[src/rtl/uart_rx_ctrl_pkg.sv]
// Shared definitions for the UART receive-side controller and its frame FIFO.
// A frame entry packs the framing-error bit above the data byte.
package uart_pkg;

   localparam int UART_DATA_W  = 8;
   localparam int UART_ENTRY_W = UART_DATA_W + 1;

   typedef enum logic [1:0] {
      ST_OFF     = 2'd0,
      ST_ON      = 2'd1,
      ST_DRAIN   = 2'd2,
      ST_ILLEGAL = 2'd3
   } uart_state_e;

   typedef struct packed {
      logic                   err;
      logic [UART_DATA_W-1:0] data;
   } uart_frame_t;

endpackage

[src/rtl/uart_sync_fifo.sv]
// Parameterised show-ahead synchronous FIFO with flush and exact occupancy count.
// The head entry is presented combinationally from storage; it reads as zero when empty.
module uart_sync_fifo #(
   parameter int DEPTH = 8,
   parameter int WIDTH = 9
) (
   input  logic                     clk,
   input  logic                     rst_n,
   input  logic                     push,
   input  logic [WIDTH-1:0]         wdata,
   input  logic                     pop,
   input  logic                     flush,
   output logic [WIDTH-1:0]         rdata,
   output logic [$clog2(DEPTH):0]   count,
   output logic                     full,
   output logic                     empty
);

   localparam int AW = $clog2(DEPTH);
   localparam int CW = AW + 1;

   logic [WIDTH-1:0] mem_q [DEPTH];
   logic [AW-1:0]    wr_ptr_q, wr_ptr_d;
   logic [AW-1:0]    rd_ptr_q, rd_ptr_d;
   logic [CW-1:0]    count_q, count_d;
   logic             do_push;
   logic             do_pop;

   assign empty = (count_q == '0);
   assign full  = (count_q == CW'(DEPTH));
   assign count = count_q;
   assign rdata = empty ? '0 : mem_q[rd_ptr_q];

   // A push into a full FIFO is only honoured when a pop frees the slot in the same cycle.
   assign do_push = push & ~flush & (~full | pop);
   assign do_pop  = pop  & ~flush & ~empty;

   always_comb begin
      wr_ptr_d = wr_ptr_q;
      rd_ptr_d = rd_ptr_q;
      count_d  = count_q;
      if (flush) begin
         wr_ptr_d = '0;
         rd_ptr_d = '0;
         count_d  = '0;
      end else begin
         if (do_push) wr_ptr_d = wr_ptr_q + AW'(1);
         if (do_pop)  rd_ptr_d = rd_ptr_q + AW'(1);
         count_d = count_q + CW'(do_push) - CW'(do_pop);
      end
   end

   always_ff @(posedge clk or negedge rst_n) begin
      if (!rst_n) begin
         wr_ptr_q <= '0;
         rd_ptr_q <= '0;
         count_q  <= '0;
      end else begin
         wr_ptr_q <= wr_ptr_d;
         rd_ptr_q <= rd_ptr_d;
         count_q  <= count_d;
      end
   end

   always_ff @(posedge clk) begin
      if (do_push) mem_q[wr_ptr_q] <= wdata;
   end

endmodule

[src/rtl/uart_rx_ctrl.sv]
// Receive-side controller: gates the receiver baud enable, qualifies and queues frames,
// and keeps sticky overrun plus saturating framing-error and overrun counters.
module uart_rx_ctrl
   import uart_pkg::*;
#(
   parameter int FIFO_DEPTH = 8,
   parameter int CNT_W      = 8
) (
   input  logic                          clk,
   input  logic                          reset,
   input  logic                          cfg_enable,
   input  logic                          cfg_drop_err,
   input  logic                          flush,
   input  logic                          clr_status,
   input  logic                          rx_enb_in,
   output logic                          rx_enb_gated,
   input  logic [UART_DATA_W-1:0]        rx_data,
   input  logic                          rx_done,
   input  logic                          error_flag,
   output logic [UART_DATA_W-1:0]        m_data,
   output logic                          m_err,
   output logic                          m_valid,
   input  logic                          m_ready,
   output logic [$clog2(FIFO_DEPTH):0]   fifo_count,
   output logic                          overrun,
   output logic [CNT_W-1:0]              ferr_cnt,
   output logic [CNT_W-1:0]              ovr_cnt,
   output logic [1:0]                    state_o
);

   localparam logic [CNT_W-1:0] CNT_ONE = CNT_W'(1);

   uart_state_e      state_q, state_d;
   logic [CNT_W-1:0] ferr_cnt_q, ferr_cnt_d;
   logic [CNT_W-1:0] ovr_cnt_q, ovr_cnt_d;
   logic             overrun_q, overrun_d;

   uart_frame_t      push_frame;
   uart_frame_t      head_frame;
   logic             fifo_full;
   logic             fifo_empty;
   logic             frame_s;
   logic             ferr_inc;
   logic             store_req;
   logic             pop_s;
   logic             drop_full;

   assign frame_s    = rx_done & (state_q == ST_ON);
   assign ferr_inc   = frame_s & error_flag;
   assign store_req  = frame_s & ~(error_flag & cfg_drop_err);
   assign pop_s      = ~fifo_empty & m_ready;
   assign drop_full  = store_req & fifo_full & ~pop_s;
   assign push_frame = '{err: error_flag, data: rx_data};

   uart_sync_fifo #(
      .DEPTH (FIFO_DEPTH),
      .WIDTH (UART_ENTRY_W)
   ) u_fifo (
      .clk   (clk),
      .rst_n (reset),
      .push  (store_req),
      .wdata (push_frame),
      .pop   (pop_s),
      .flush (flush),
      .rdata (head_frame),
      .count (fifo_count),
      .full  (fifo_full),
      .empty (fifo_empty)
   );

   assign m_data       = head_frame.data;
   assign m_err        = head_frame.err;
   assign m_valid      = ~fifo_empty;
   assign rx_enb_gated = rx_enb_in & (state_q == ST_ON);
   assign state_o      = state_q;
   assign overrun      = overrun_q;
   assign ferr_cnt     = ferr_cnt_q;
   assign ovr_cnt      = ovr_cnt_q;

   // Re-enable wins over the drain-complete exit so a quick toggle never bounces through OFF.
   always_comb begin
      state_d = ST_OFF;
      case (state_q)
         ST_OFF:   state_d = cfg_enable ? ST_ON : ST_OFF;
         ST_ON:    state_d = cfg_enable ? ST_ON : ST_DRAIN;
         ST_DRAIN: begin
            if (cfg_enable)              state_d = ST_ON;
            else if (fifo_empty || flush) state_d = ST_OFF;
            else                         state_d = ST_DRAIN;
         end
         default:  state_d = ST_OFF;
      endcase
   end

   // Counters still see events in a flush cycle; a clear in the same cycle overrides them.
   always_comb begin
      ferr_cnt_d = ferr_cnt_q;
      ovr_cnt_d  = ovr_cnt_q;
      overrun_d  = overrun_q;
      if (ferr_inc && (ferr_cnt_q != '1)) ferr_cnt_d = ferr_cnt_q + CNT_ONE;
      if (drop_full) begin
         overrun_d = 1'b1;
         if (ovr_cnt_q != '1) ovr_cnt_d = ovr_cnt_q + CNT_ONE;
      end
      if (clr_status) begin
         ferr_cnt_d = '0;
         ovr_cnt_d  = '0;
         overrun_d  = 1'b0;
      end
   end

   always_ff @(posedge clk or negedge reset) begin
      if (!reset) begin
         state_q    <= ST_OFF;
         ferr_cnt_q <= '0;
         ovr_cnt_q  <= '0;
         overrun_q  <= 1'b0;
      end else begin
         state_q    <= state_d;
         ferr_cnt_q <= ferr_cnt_d;
         ovr_cnt_q  <= ovr_cnt_d;
         overrun_q  <= overrun_d;
      end
   end

endmodule

[config.mk]
export PLATFORM = sky130hd
export DESIGN_NAME = uart_rx_ctrl
export DESIGN_NICKNAME = d
export VERILOG_FILES = /design/src/rtl/uart_rx_ctrl_pkg.sv /design/src/rtl/uart_sync_fifo.sv /design/src/rtl/uart_rx_ctrl.sv
export SDC_FILE = /design/constraint.sdc
export NUM_CORES = 1
export LEC_CHECK = 0
export CORE_UTILIZATION = 44
export DETAILED_ROUTE_END_ITERATION = 8
export PLACE_DENSITY_LB_ADDON = 0.15
export SYNTH_ARGS = -nofsm -noshare
export SYNTH_HDL_FRONTEND = slang
export SYNTH_SLANG_ARGS = --single-unit
[constraint.sdc]
create_clock -name clk -period 2.8 [get_ports clk]
set_input_delay 0.56 -clock clk [delete_from_list [all_inputs] [get_ports clk]]
set_output_delay 0.56 -clock clk [all_outputs]
set_load 0.05 [all_outputs]
[After elaboration in Yosys (flattened, before gate mapping)]
Memory sizes are Yosys's and may differ from the RTL's.
Index checks and enable logic that the tools add are counted.
Widths: inputs -> output; s select.
Operators by class
  $add $sub $neg: 6
  multipliers: 0
  divide/modulo/power cells: 0
  order comparisons: 0
  equality and inequality tests: 5
  shifts and indexed selects: 0
  muxes and demuxes: 20
  bitwise gates (word level): 18
  reductions and logical operators: 10
Operator list (number)
  $mux 8: 5
  $add 8x1->8 const B: 2
  $ne 8x8->1 const B: 2
  $and 1x1->1: 12
  $mux 3: 4
  $reduce_bool 2->1: 5
  $mux 9: 1
  $add 3x1->3 const B: 2
  $mux 2: 3
  $pmux 2 s3: 1
  $mux 1: 5
  $not 1->1: 5
  $add 4x1->4: 1
  $eq 4x4->1 const B: 1
  $logic_not 4->1: 1
  $mux 4: 1
  $sub 4x1->4: 1
  $eq 2x1->1 const B: 1
  $eq 2x2->1 const B: 1
  $logic_not 2->1: 1
  $reduce_and 2->1: 1
  $logic_and 1x1->1: 1
  $logic_or 1x1->1: 1
  $or 1x1->1: 1
Storage, ports and cells
  flip-flop bits (word level): 29
  bits in latches: 0
  bits in writable memories: 72
  bits in read-only memories: 0
  input bits: 18
  output and inout bits: 34
  logic and storage cells: 67
  memories kept: 1
Memory list
  u_fifo.mem_q: words 8, bits a word 9, rd ports 1, clocked after Yosys merged registers in 0, wr ports 1, line uart_sync_fifo.sv:22  | logic [WIDTH-1:0] mem_q [DEPTH];

[Depth between registers and ports, before layout]
  depth after elaboration: 8
  depth in mapped cells: 14
  gate-level depth less buffers: 13

[By module]
From an unflattened synthesis, not the netlist that was laid out.
Second synthesis, totals
  cell total of the unflattened synthesis: 291
  area, all modules: 4403.0 um2
Modules (own cells, without submodules)
  uart_sync_fifo: instances 1, cells each 182, area an instance 3375.7 um2, sequential area each 2412.3 um2
  uart_rx_ctrl: instances 1, cells each 109, area an instance 1027.2 um2, sequential area each 475.5 um2

[Least setup slack after synthesis]
Ideal clock, no wire load.
  path kind: register -> register
  start point: register u_fifo.count_q[2], in the netlist u_fifo.count[2]
  end point: register u_fifo.count_q[1], in the netlist u_fifo.count[1]
  setup time: 0.132 ns
  arrival time: 2.912 ns
  required time: 2.668 ns
  setup slack: -0.244 ns
  cell stages (with the launch flop): 13
  path buffers: 1
  clock period less this slack: 3.044 ns
  cell sequence: dfrtp_1 -> inv_1 -> ha_1 -> and3_1 -> buf_2 -> inv_1 -> nand2_1 -> nor2_1 -> ha_1 -> inv_1 -> ha_1 -> fa_1 -> nor2b_1
On the way
  cells in the longest elaborated chain, start to end: 8
  elaborated cells on any way between the ends: 12
  classes of those cells: add/sub: 2; eq/ne: 1; mux: 1; bitwise: 7; reduce/logical: 1
RTL lines
  from (decl): line uart_sync_fifo.sv:25  | logic [CW-1:0] count_q, count_d;
  from (signal assigned): line uart_sync_fifo.sv:61  | count_q <= count_d;
  $logic_not 4->1 *: line uart_sync_fifo.sv:29  | assign empty = (count_q == '0);
  $not 1->1 *
  named net m_valid: line uart_rx_ctrl.sv:22  | output logic m_valid,
  $and 1x1->1: line uart_rx_ctrl.sv:51  | assign pop_s = ~fifo_empty & m_ready;
  $or 1x1->1: line uart_sync_fifo.sv:35  | assign do_push = push & ~flush & (~full | pop);
  $and 1x1->1: line uart_sync_fifo.sv:35
  $add 4x1->4: line uart_sync_fifo.sv:49  | count_d = count_q + CW'(do_push) - CW'(do_pop);
  $sub 4x1->4 *: line uart_sync_fifo.sv:49
  $mux 4 *: line uart_sync_fifo.sv:42  | if (flush) begin
  named net u_fifo.count_d[1]: line uart_sync_fifo.sv:25
The timed path passes the listed nets; every way through them passes the cells marked *.
A chain may end at the register's enable or synchronous reset.

[Final worst setup path]
  start point: register u_fifo.count_q[2], in the netlist u_fifo.count[2]
  end point: register u_fifo.count_q[2], in the netlist u_fifo.count[2]
On the way
  cells in the longest elaborated chain, start to end: 8
  elaborated cells on any way between the ends: 12
  classes of those cells: add/sub: 2; eq/ne: 1; mux: 1; bitwise: 7; reduce/logical: 1
RTL lines (line)
  $logic_not 4->1: uart_sync_fifo.sv:29
  $not 1->1: uart_sync_fifo.sv:36, uart_rx_ctrl.sv:51
  $and 1x1->1: uart_rx_ctrl.sv:51
  $or 1x1->1: uart_sync_fifo.sv:35
  $and 1x1->1: uart_sync_fifo.sv:35
  $add 4x1->4: uart_sync_fifo.sv:49
  $sub 4x1->4 *: uart_sync_fifo.sv:49
  $mux 4 *: uart_sync_fifo.sv:42
  named net u_fifo.count_d[2]: uart_sync_fifo.sv:25
Marked as above.

==> key figures <==
Placement
  • Dpl ws: 0.205 ns
  • Gpl congestion: 0.772
  • Dpl hpwl: 5990 um
  • Port Buffers: slightly above 50

Power and ir drop
  • Lkg Pwr: 1.89 nW
  • Pwr Density: 757 nW/um2
  • Peak supply drop: between 0.0003 and 0.0004 V

Die
  • Die Y: 102 um
  • Initial Utilization: 45.4%
  • Row Count: 36
  • Full die area: 10500 um2
  • Core Footprint: 9770 um2
  • Die width: slightly above 100 um
  • I/O Pins: 52

Critical path
  • R2r setup slk: 0.31 ns
  • Worst path bufs/invs: 3
  • Largest fanout on the critical path: 5
  • Critical path, cell by cell: inv_1, ha_1, and3_1, clkinvlp_4, nand2_2, nor2_1, ha_1, inv_1, ha_1, fa_1, xnor2_1, nor2_1
  • Critical Path Source Type: flop
  • R2r worst-path depth: 12
  • Critical R2R Launch: u_fifo.count[2]$_DFF_PN0_
  • Worst r2r dst: u_fifo.count[2]$_DFF_PN0_
  • CP Data Required Time: 3.05 ns
  • Most used cell, CP: ha_1
  • Crit-path slowest cell: dfrtp_2
  • CP top delay family: adder cells
  • Critical path class: flop to flop
  • Crit end category: flop
  • Crit path launch: u_fifo.count[2]$_DFF_PN0_
  • CP max stage delay: approximately 0.4 ns
  • Worst Path Arrival: between 2 and 3 ns

Final layout
  • Syn-to-layout area delta: 22.4%
  • Ant. Diodes: 0
  • Layout cells sized above 1: a little under a fifth
  • Final nets: a little under 400

CTS
  • # H-tree levels: 3
  • Worst skew pair latency: about 0.35 ns
  • Max Root-Sink Buffers: 2
  • Clock-pin slew on the worst setup and hold paths: approximately 0.1 ns
  • Resized Gates After CTS: 0
  • Setup bufs post-CTS: 0
  • CTS tree: built
  • Clock sinks: 101
  • Hold_buf cts: 0
  • TritonCTS Buffers: 9
  • CTS root buf: clkbuf_8

Timing
  • Max Slew Vio Count: 0
  • Final setup margin: 0.314 ns
  • Hold Vio Cnt, Final: 0
  • RSZ-0062 raised after global routing: false
  • Fmax: 402 MHz
  • Setup Skew: about 0.0067 ns
  • Relative slew slack: 54.5%
  • Fin crit share: 88.8%
  • Min Tclk post-route: 2.49 ns
  • Final setup TNS: 0 ns
  • Worst Tran Pin Value: a little under 0.7 ns
  • Final setup fails: 0

Yosys
  • Cells after synthesis: 297
  • Syn_nets: 326
  • Post-synthesis sequential area ratio: around 65%
  • Ys async rst share: 28.7%
  • Register bit count reported by yosys: 101
  • Top cells by area, synth: edfxtp_1 49%, dfrtp_1 16%, mux4_2 9.1%
  • Main synth FF type: edfxtp_1
  • Synth area leader: edfxtp_1
  • Post-synth EDFFs: 72
  • Mean Syn Cell Area: 14.9 um2
  • Synth cell types: 48
  • Ys Warns: 0
  • Post-Syn Area: 4440 um2
  • Synth top area share: approximately half

Drt
  • # DRC: 0
  • DR WL/cell: roughly 17 um
  • Via count: 2628
  • Total wire length: around 8800 um
  • Drt initial violations: just over 80
  • Routed Antenna Nets: 0
  • Vias per cell: 5.21
  • Pre-antenna DRT Iters: 7

Outcome
  • Status: finished, final reports clean

Worst hold path
  • HP Class: flop to flop
  • Hold EP: overrun$_DFFE_PN0P_
  • Hold Path Depth: 2
  • HP Start: overrun$_DFFE_PN0P_

GRT
  • Congestion Overflow GR: 0
  • Met2 Usage GRT: 31.9%
  • Met3 usage: 3.15%
  • Total GRT Usage: between 10% and 20%
  • Met1 usage: about a quarter
  • Global-route wire length before repair: 14100 um
  • Initial antenna violation count: 0
  • Top Usage Layer GRT: met2
  • Vias in the first global route: 2651
  • Largest net degree at the start of global routing: 21

Run
  • Max-Cap Viols: 0
==> cell usage in the layout (no fill, tap or decap), drive strengths merged, types with 4 or more instances in the layout <==
master	count
clkdlybuf4s50	40
buf	28
clkbuf	9
inv	12
or4	5
nor3	5
dfrtp	29
ha	10
a21oi	12
mux4	18
nand3	9
nand2b	6
nand4	4
nand2	15
nor2	34
edfxtp	72
nor2b	4
mux2i	12
xnor2	4
==> final cells by class <==
type                       count  area [um2]
clock buffer                   9         124
inverter                      11        45.0
sequential                   101        2890
multi-input combinational    175        1460
tap                          133         166
fill                         838        4340
timing repair buffer          68         623
clock inverter                 7         121
==> metal layers <==
| layer | vias up | part of all wire, % |
|---|---|---|
| met1 | 1290 | 44 |
| met4 | 0 | 1.9 |
| met3 | 12 | 3.4 |
| li1 | 1265 | - |
| met2 | 61 | 51 |
| met5 | - | 0 |
==> where the power goes <==
group          total (mW)  internal [mW]  switching (mW)
Combinational        1.32          0.515           0.804
Clock                1.11          0.600           0.506
Sequential           1.69           1.65          0.0391
==> cells in the mapped netlist (all sizes together), types with 3 or more instances <==
library cell,instances
edfxtp,72
mux4,18
clkbuf,4
o21ai,3
nor2,34
o31ai,3
nand2b,6
or4,5
buf,6
a21oi,12
nor3,5
nand4,4
nor4,3
inv,11
xnor2,4
nand3,9
mux2i,12
nand2,15
nor2b,4
dfrtp,29
ha,10
==> registers in the layout (all words and copies together), names as in the netlist <==
| signal | cells |
|---|---|
| u_fifo.rd_ptr_q | 3 |
| ovr_cnt | 8 |
| state_o | 2 |
| u_fifo.count | 4 |
| overrun | 1 |
| u_fifo.mem_q | 72 |
| ferr_cnt | 8 |
| u_fifo.wr_ptr_q | 3 |
==> logic make-up after synthesis <==
family,after synthesis,synth area share (%)
adders and majority gates,11,3.27
and+or+nand+nor,97,11.5
DFF,101,65.1
buffers and inverters,21,2.03
xor gates and xnor gates,6,1.18
muxes,31,12.1
AOI/OAI and AO/OA,30,4.82
==> per-stage QoR <==
stage | cells | total power [mW] | cell area (um2) | hold slack [ns] | util [%]
2_1_floorplan | 297 | 2.66 | 4450 | 0.264 | -
3_3_place_gp | 488 | 3.04 | 5190 | 0.492 | 53.1
3_5_place_dp | 488 | 3.06 | 5190 | 0.499 | 53.1
4_1_cts | 504 | 4.17 | 5430 | 0.523 | 55.6
5_1_grt | 504 | 4.29 | 5430 | 0.545 | 55.6
6_report | 504 | 4.11 | 5430 | 0.519 | 55.6
==> worst max path at each step <==
stage                                   end  slack [ns]  depth (start not counted)
2_1_floorplan     u_fifo.count[2]$_DFF_PN0_        0.02                         13
3_3_place_gp   u_fifo.mem_q[0][6]$_DFFE_PP_        0.24                          7
3_5_place_dp   u_fifo.mem_q[1][6]$_DFFE_PP_        0.21                          7
4_1_cts                               m_err        0.27                          5
5_1_grt           u_fifo.count[2]$_DFF_PN0_        0.15                         12
6_report          u_fifo.count[2]$_DFF_PN0_        0.31                         12
==> worst min-delay path: stages (launching register included) <==
cell     delay (ns)
dfrtp_1        0.36
nor2_1         0.05
nor2_1         0.08
Power figures use the tool's default switching activity.
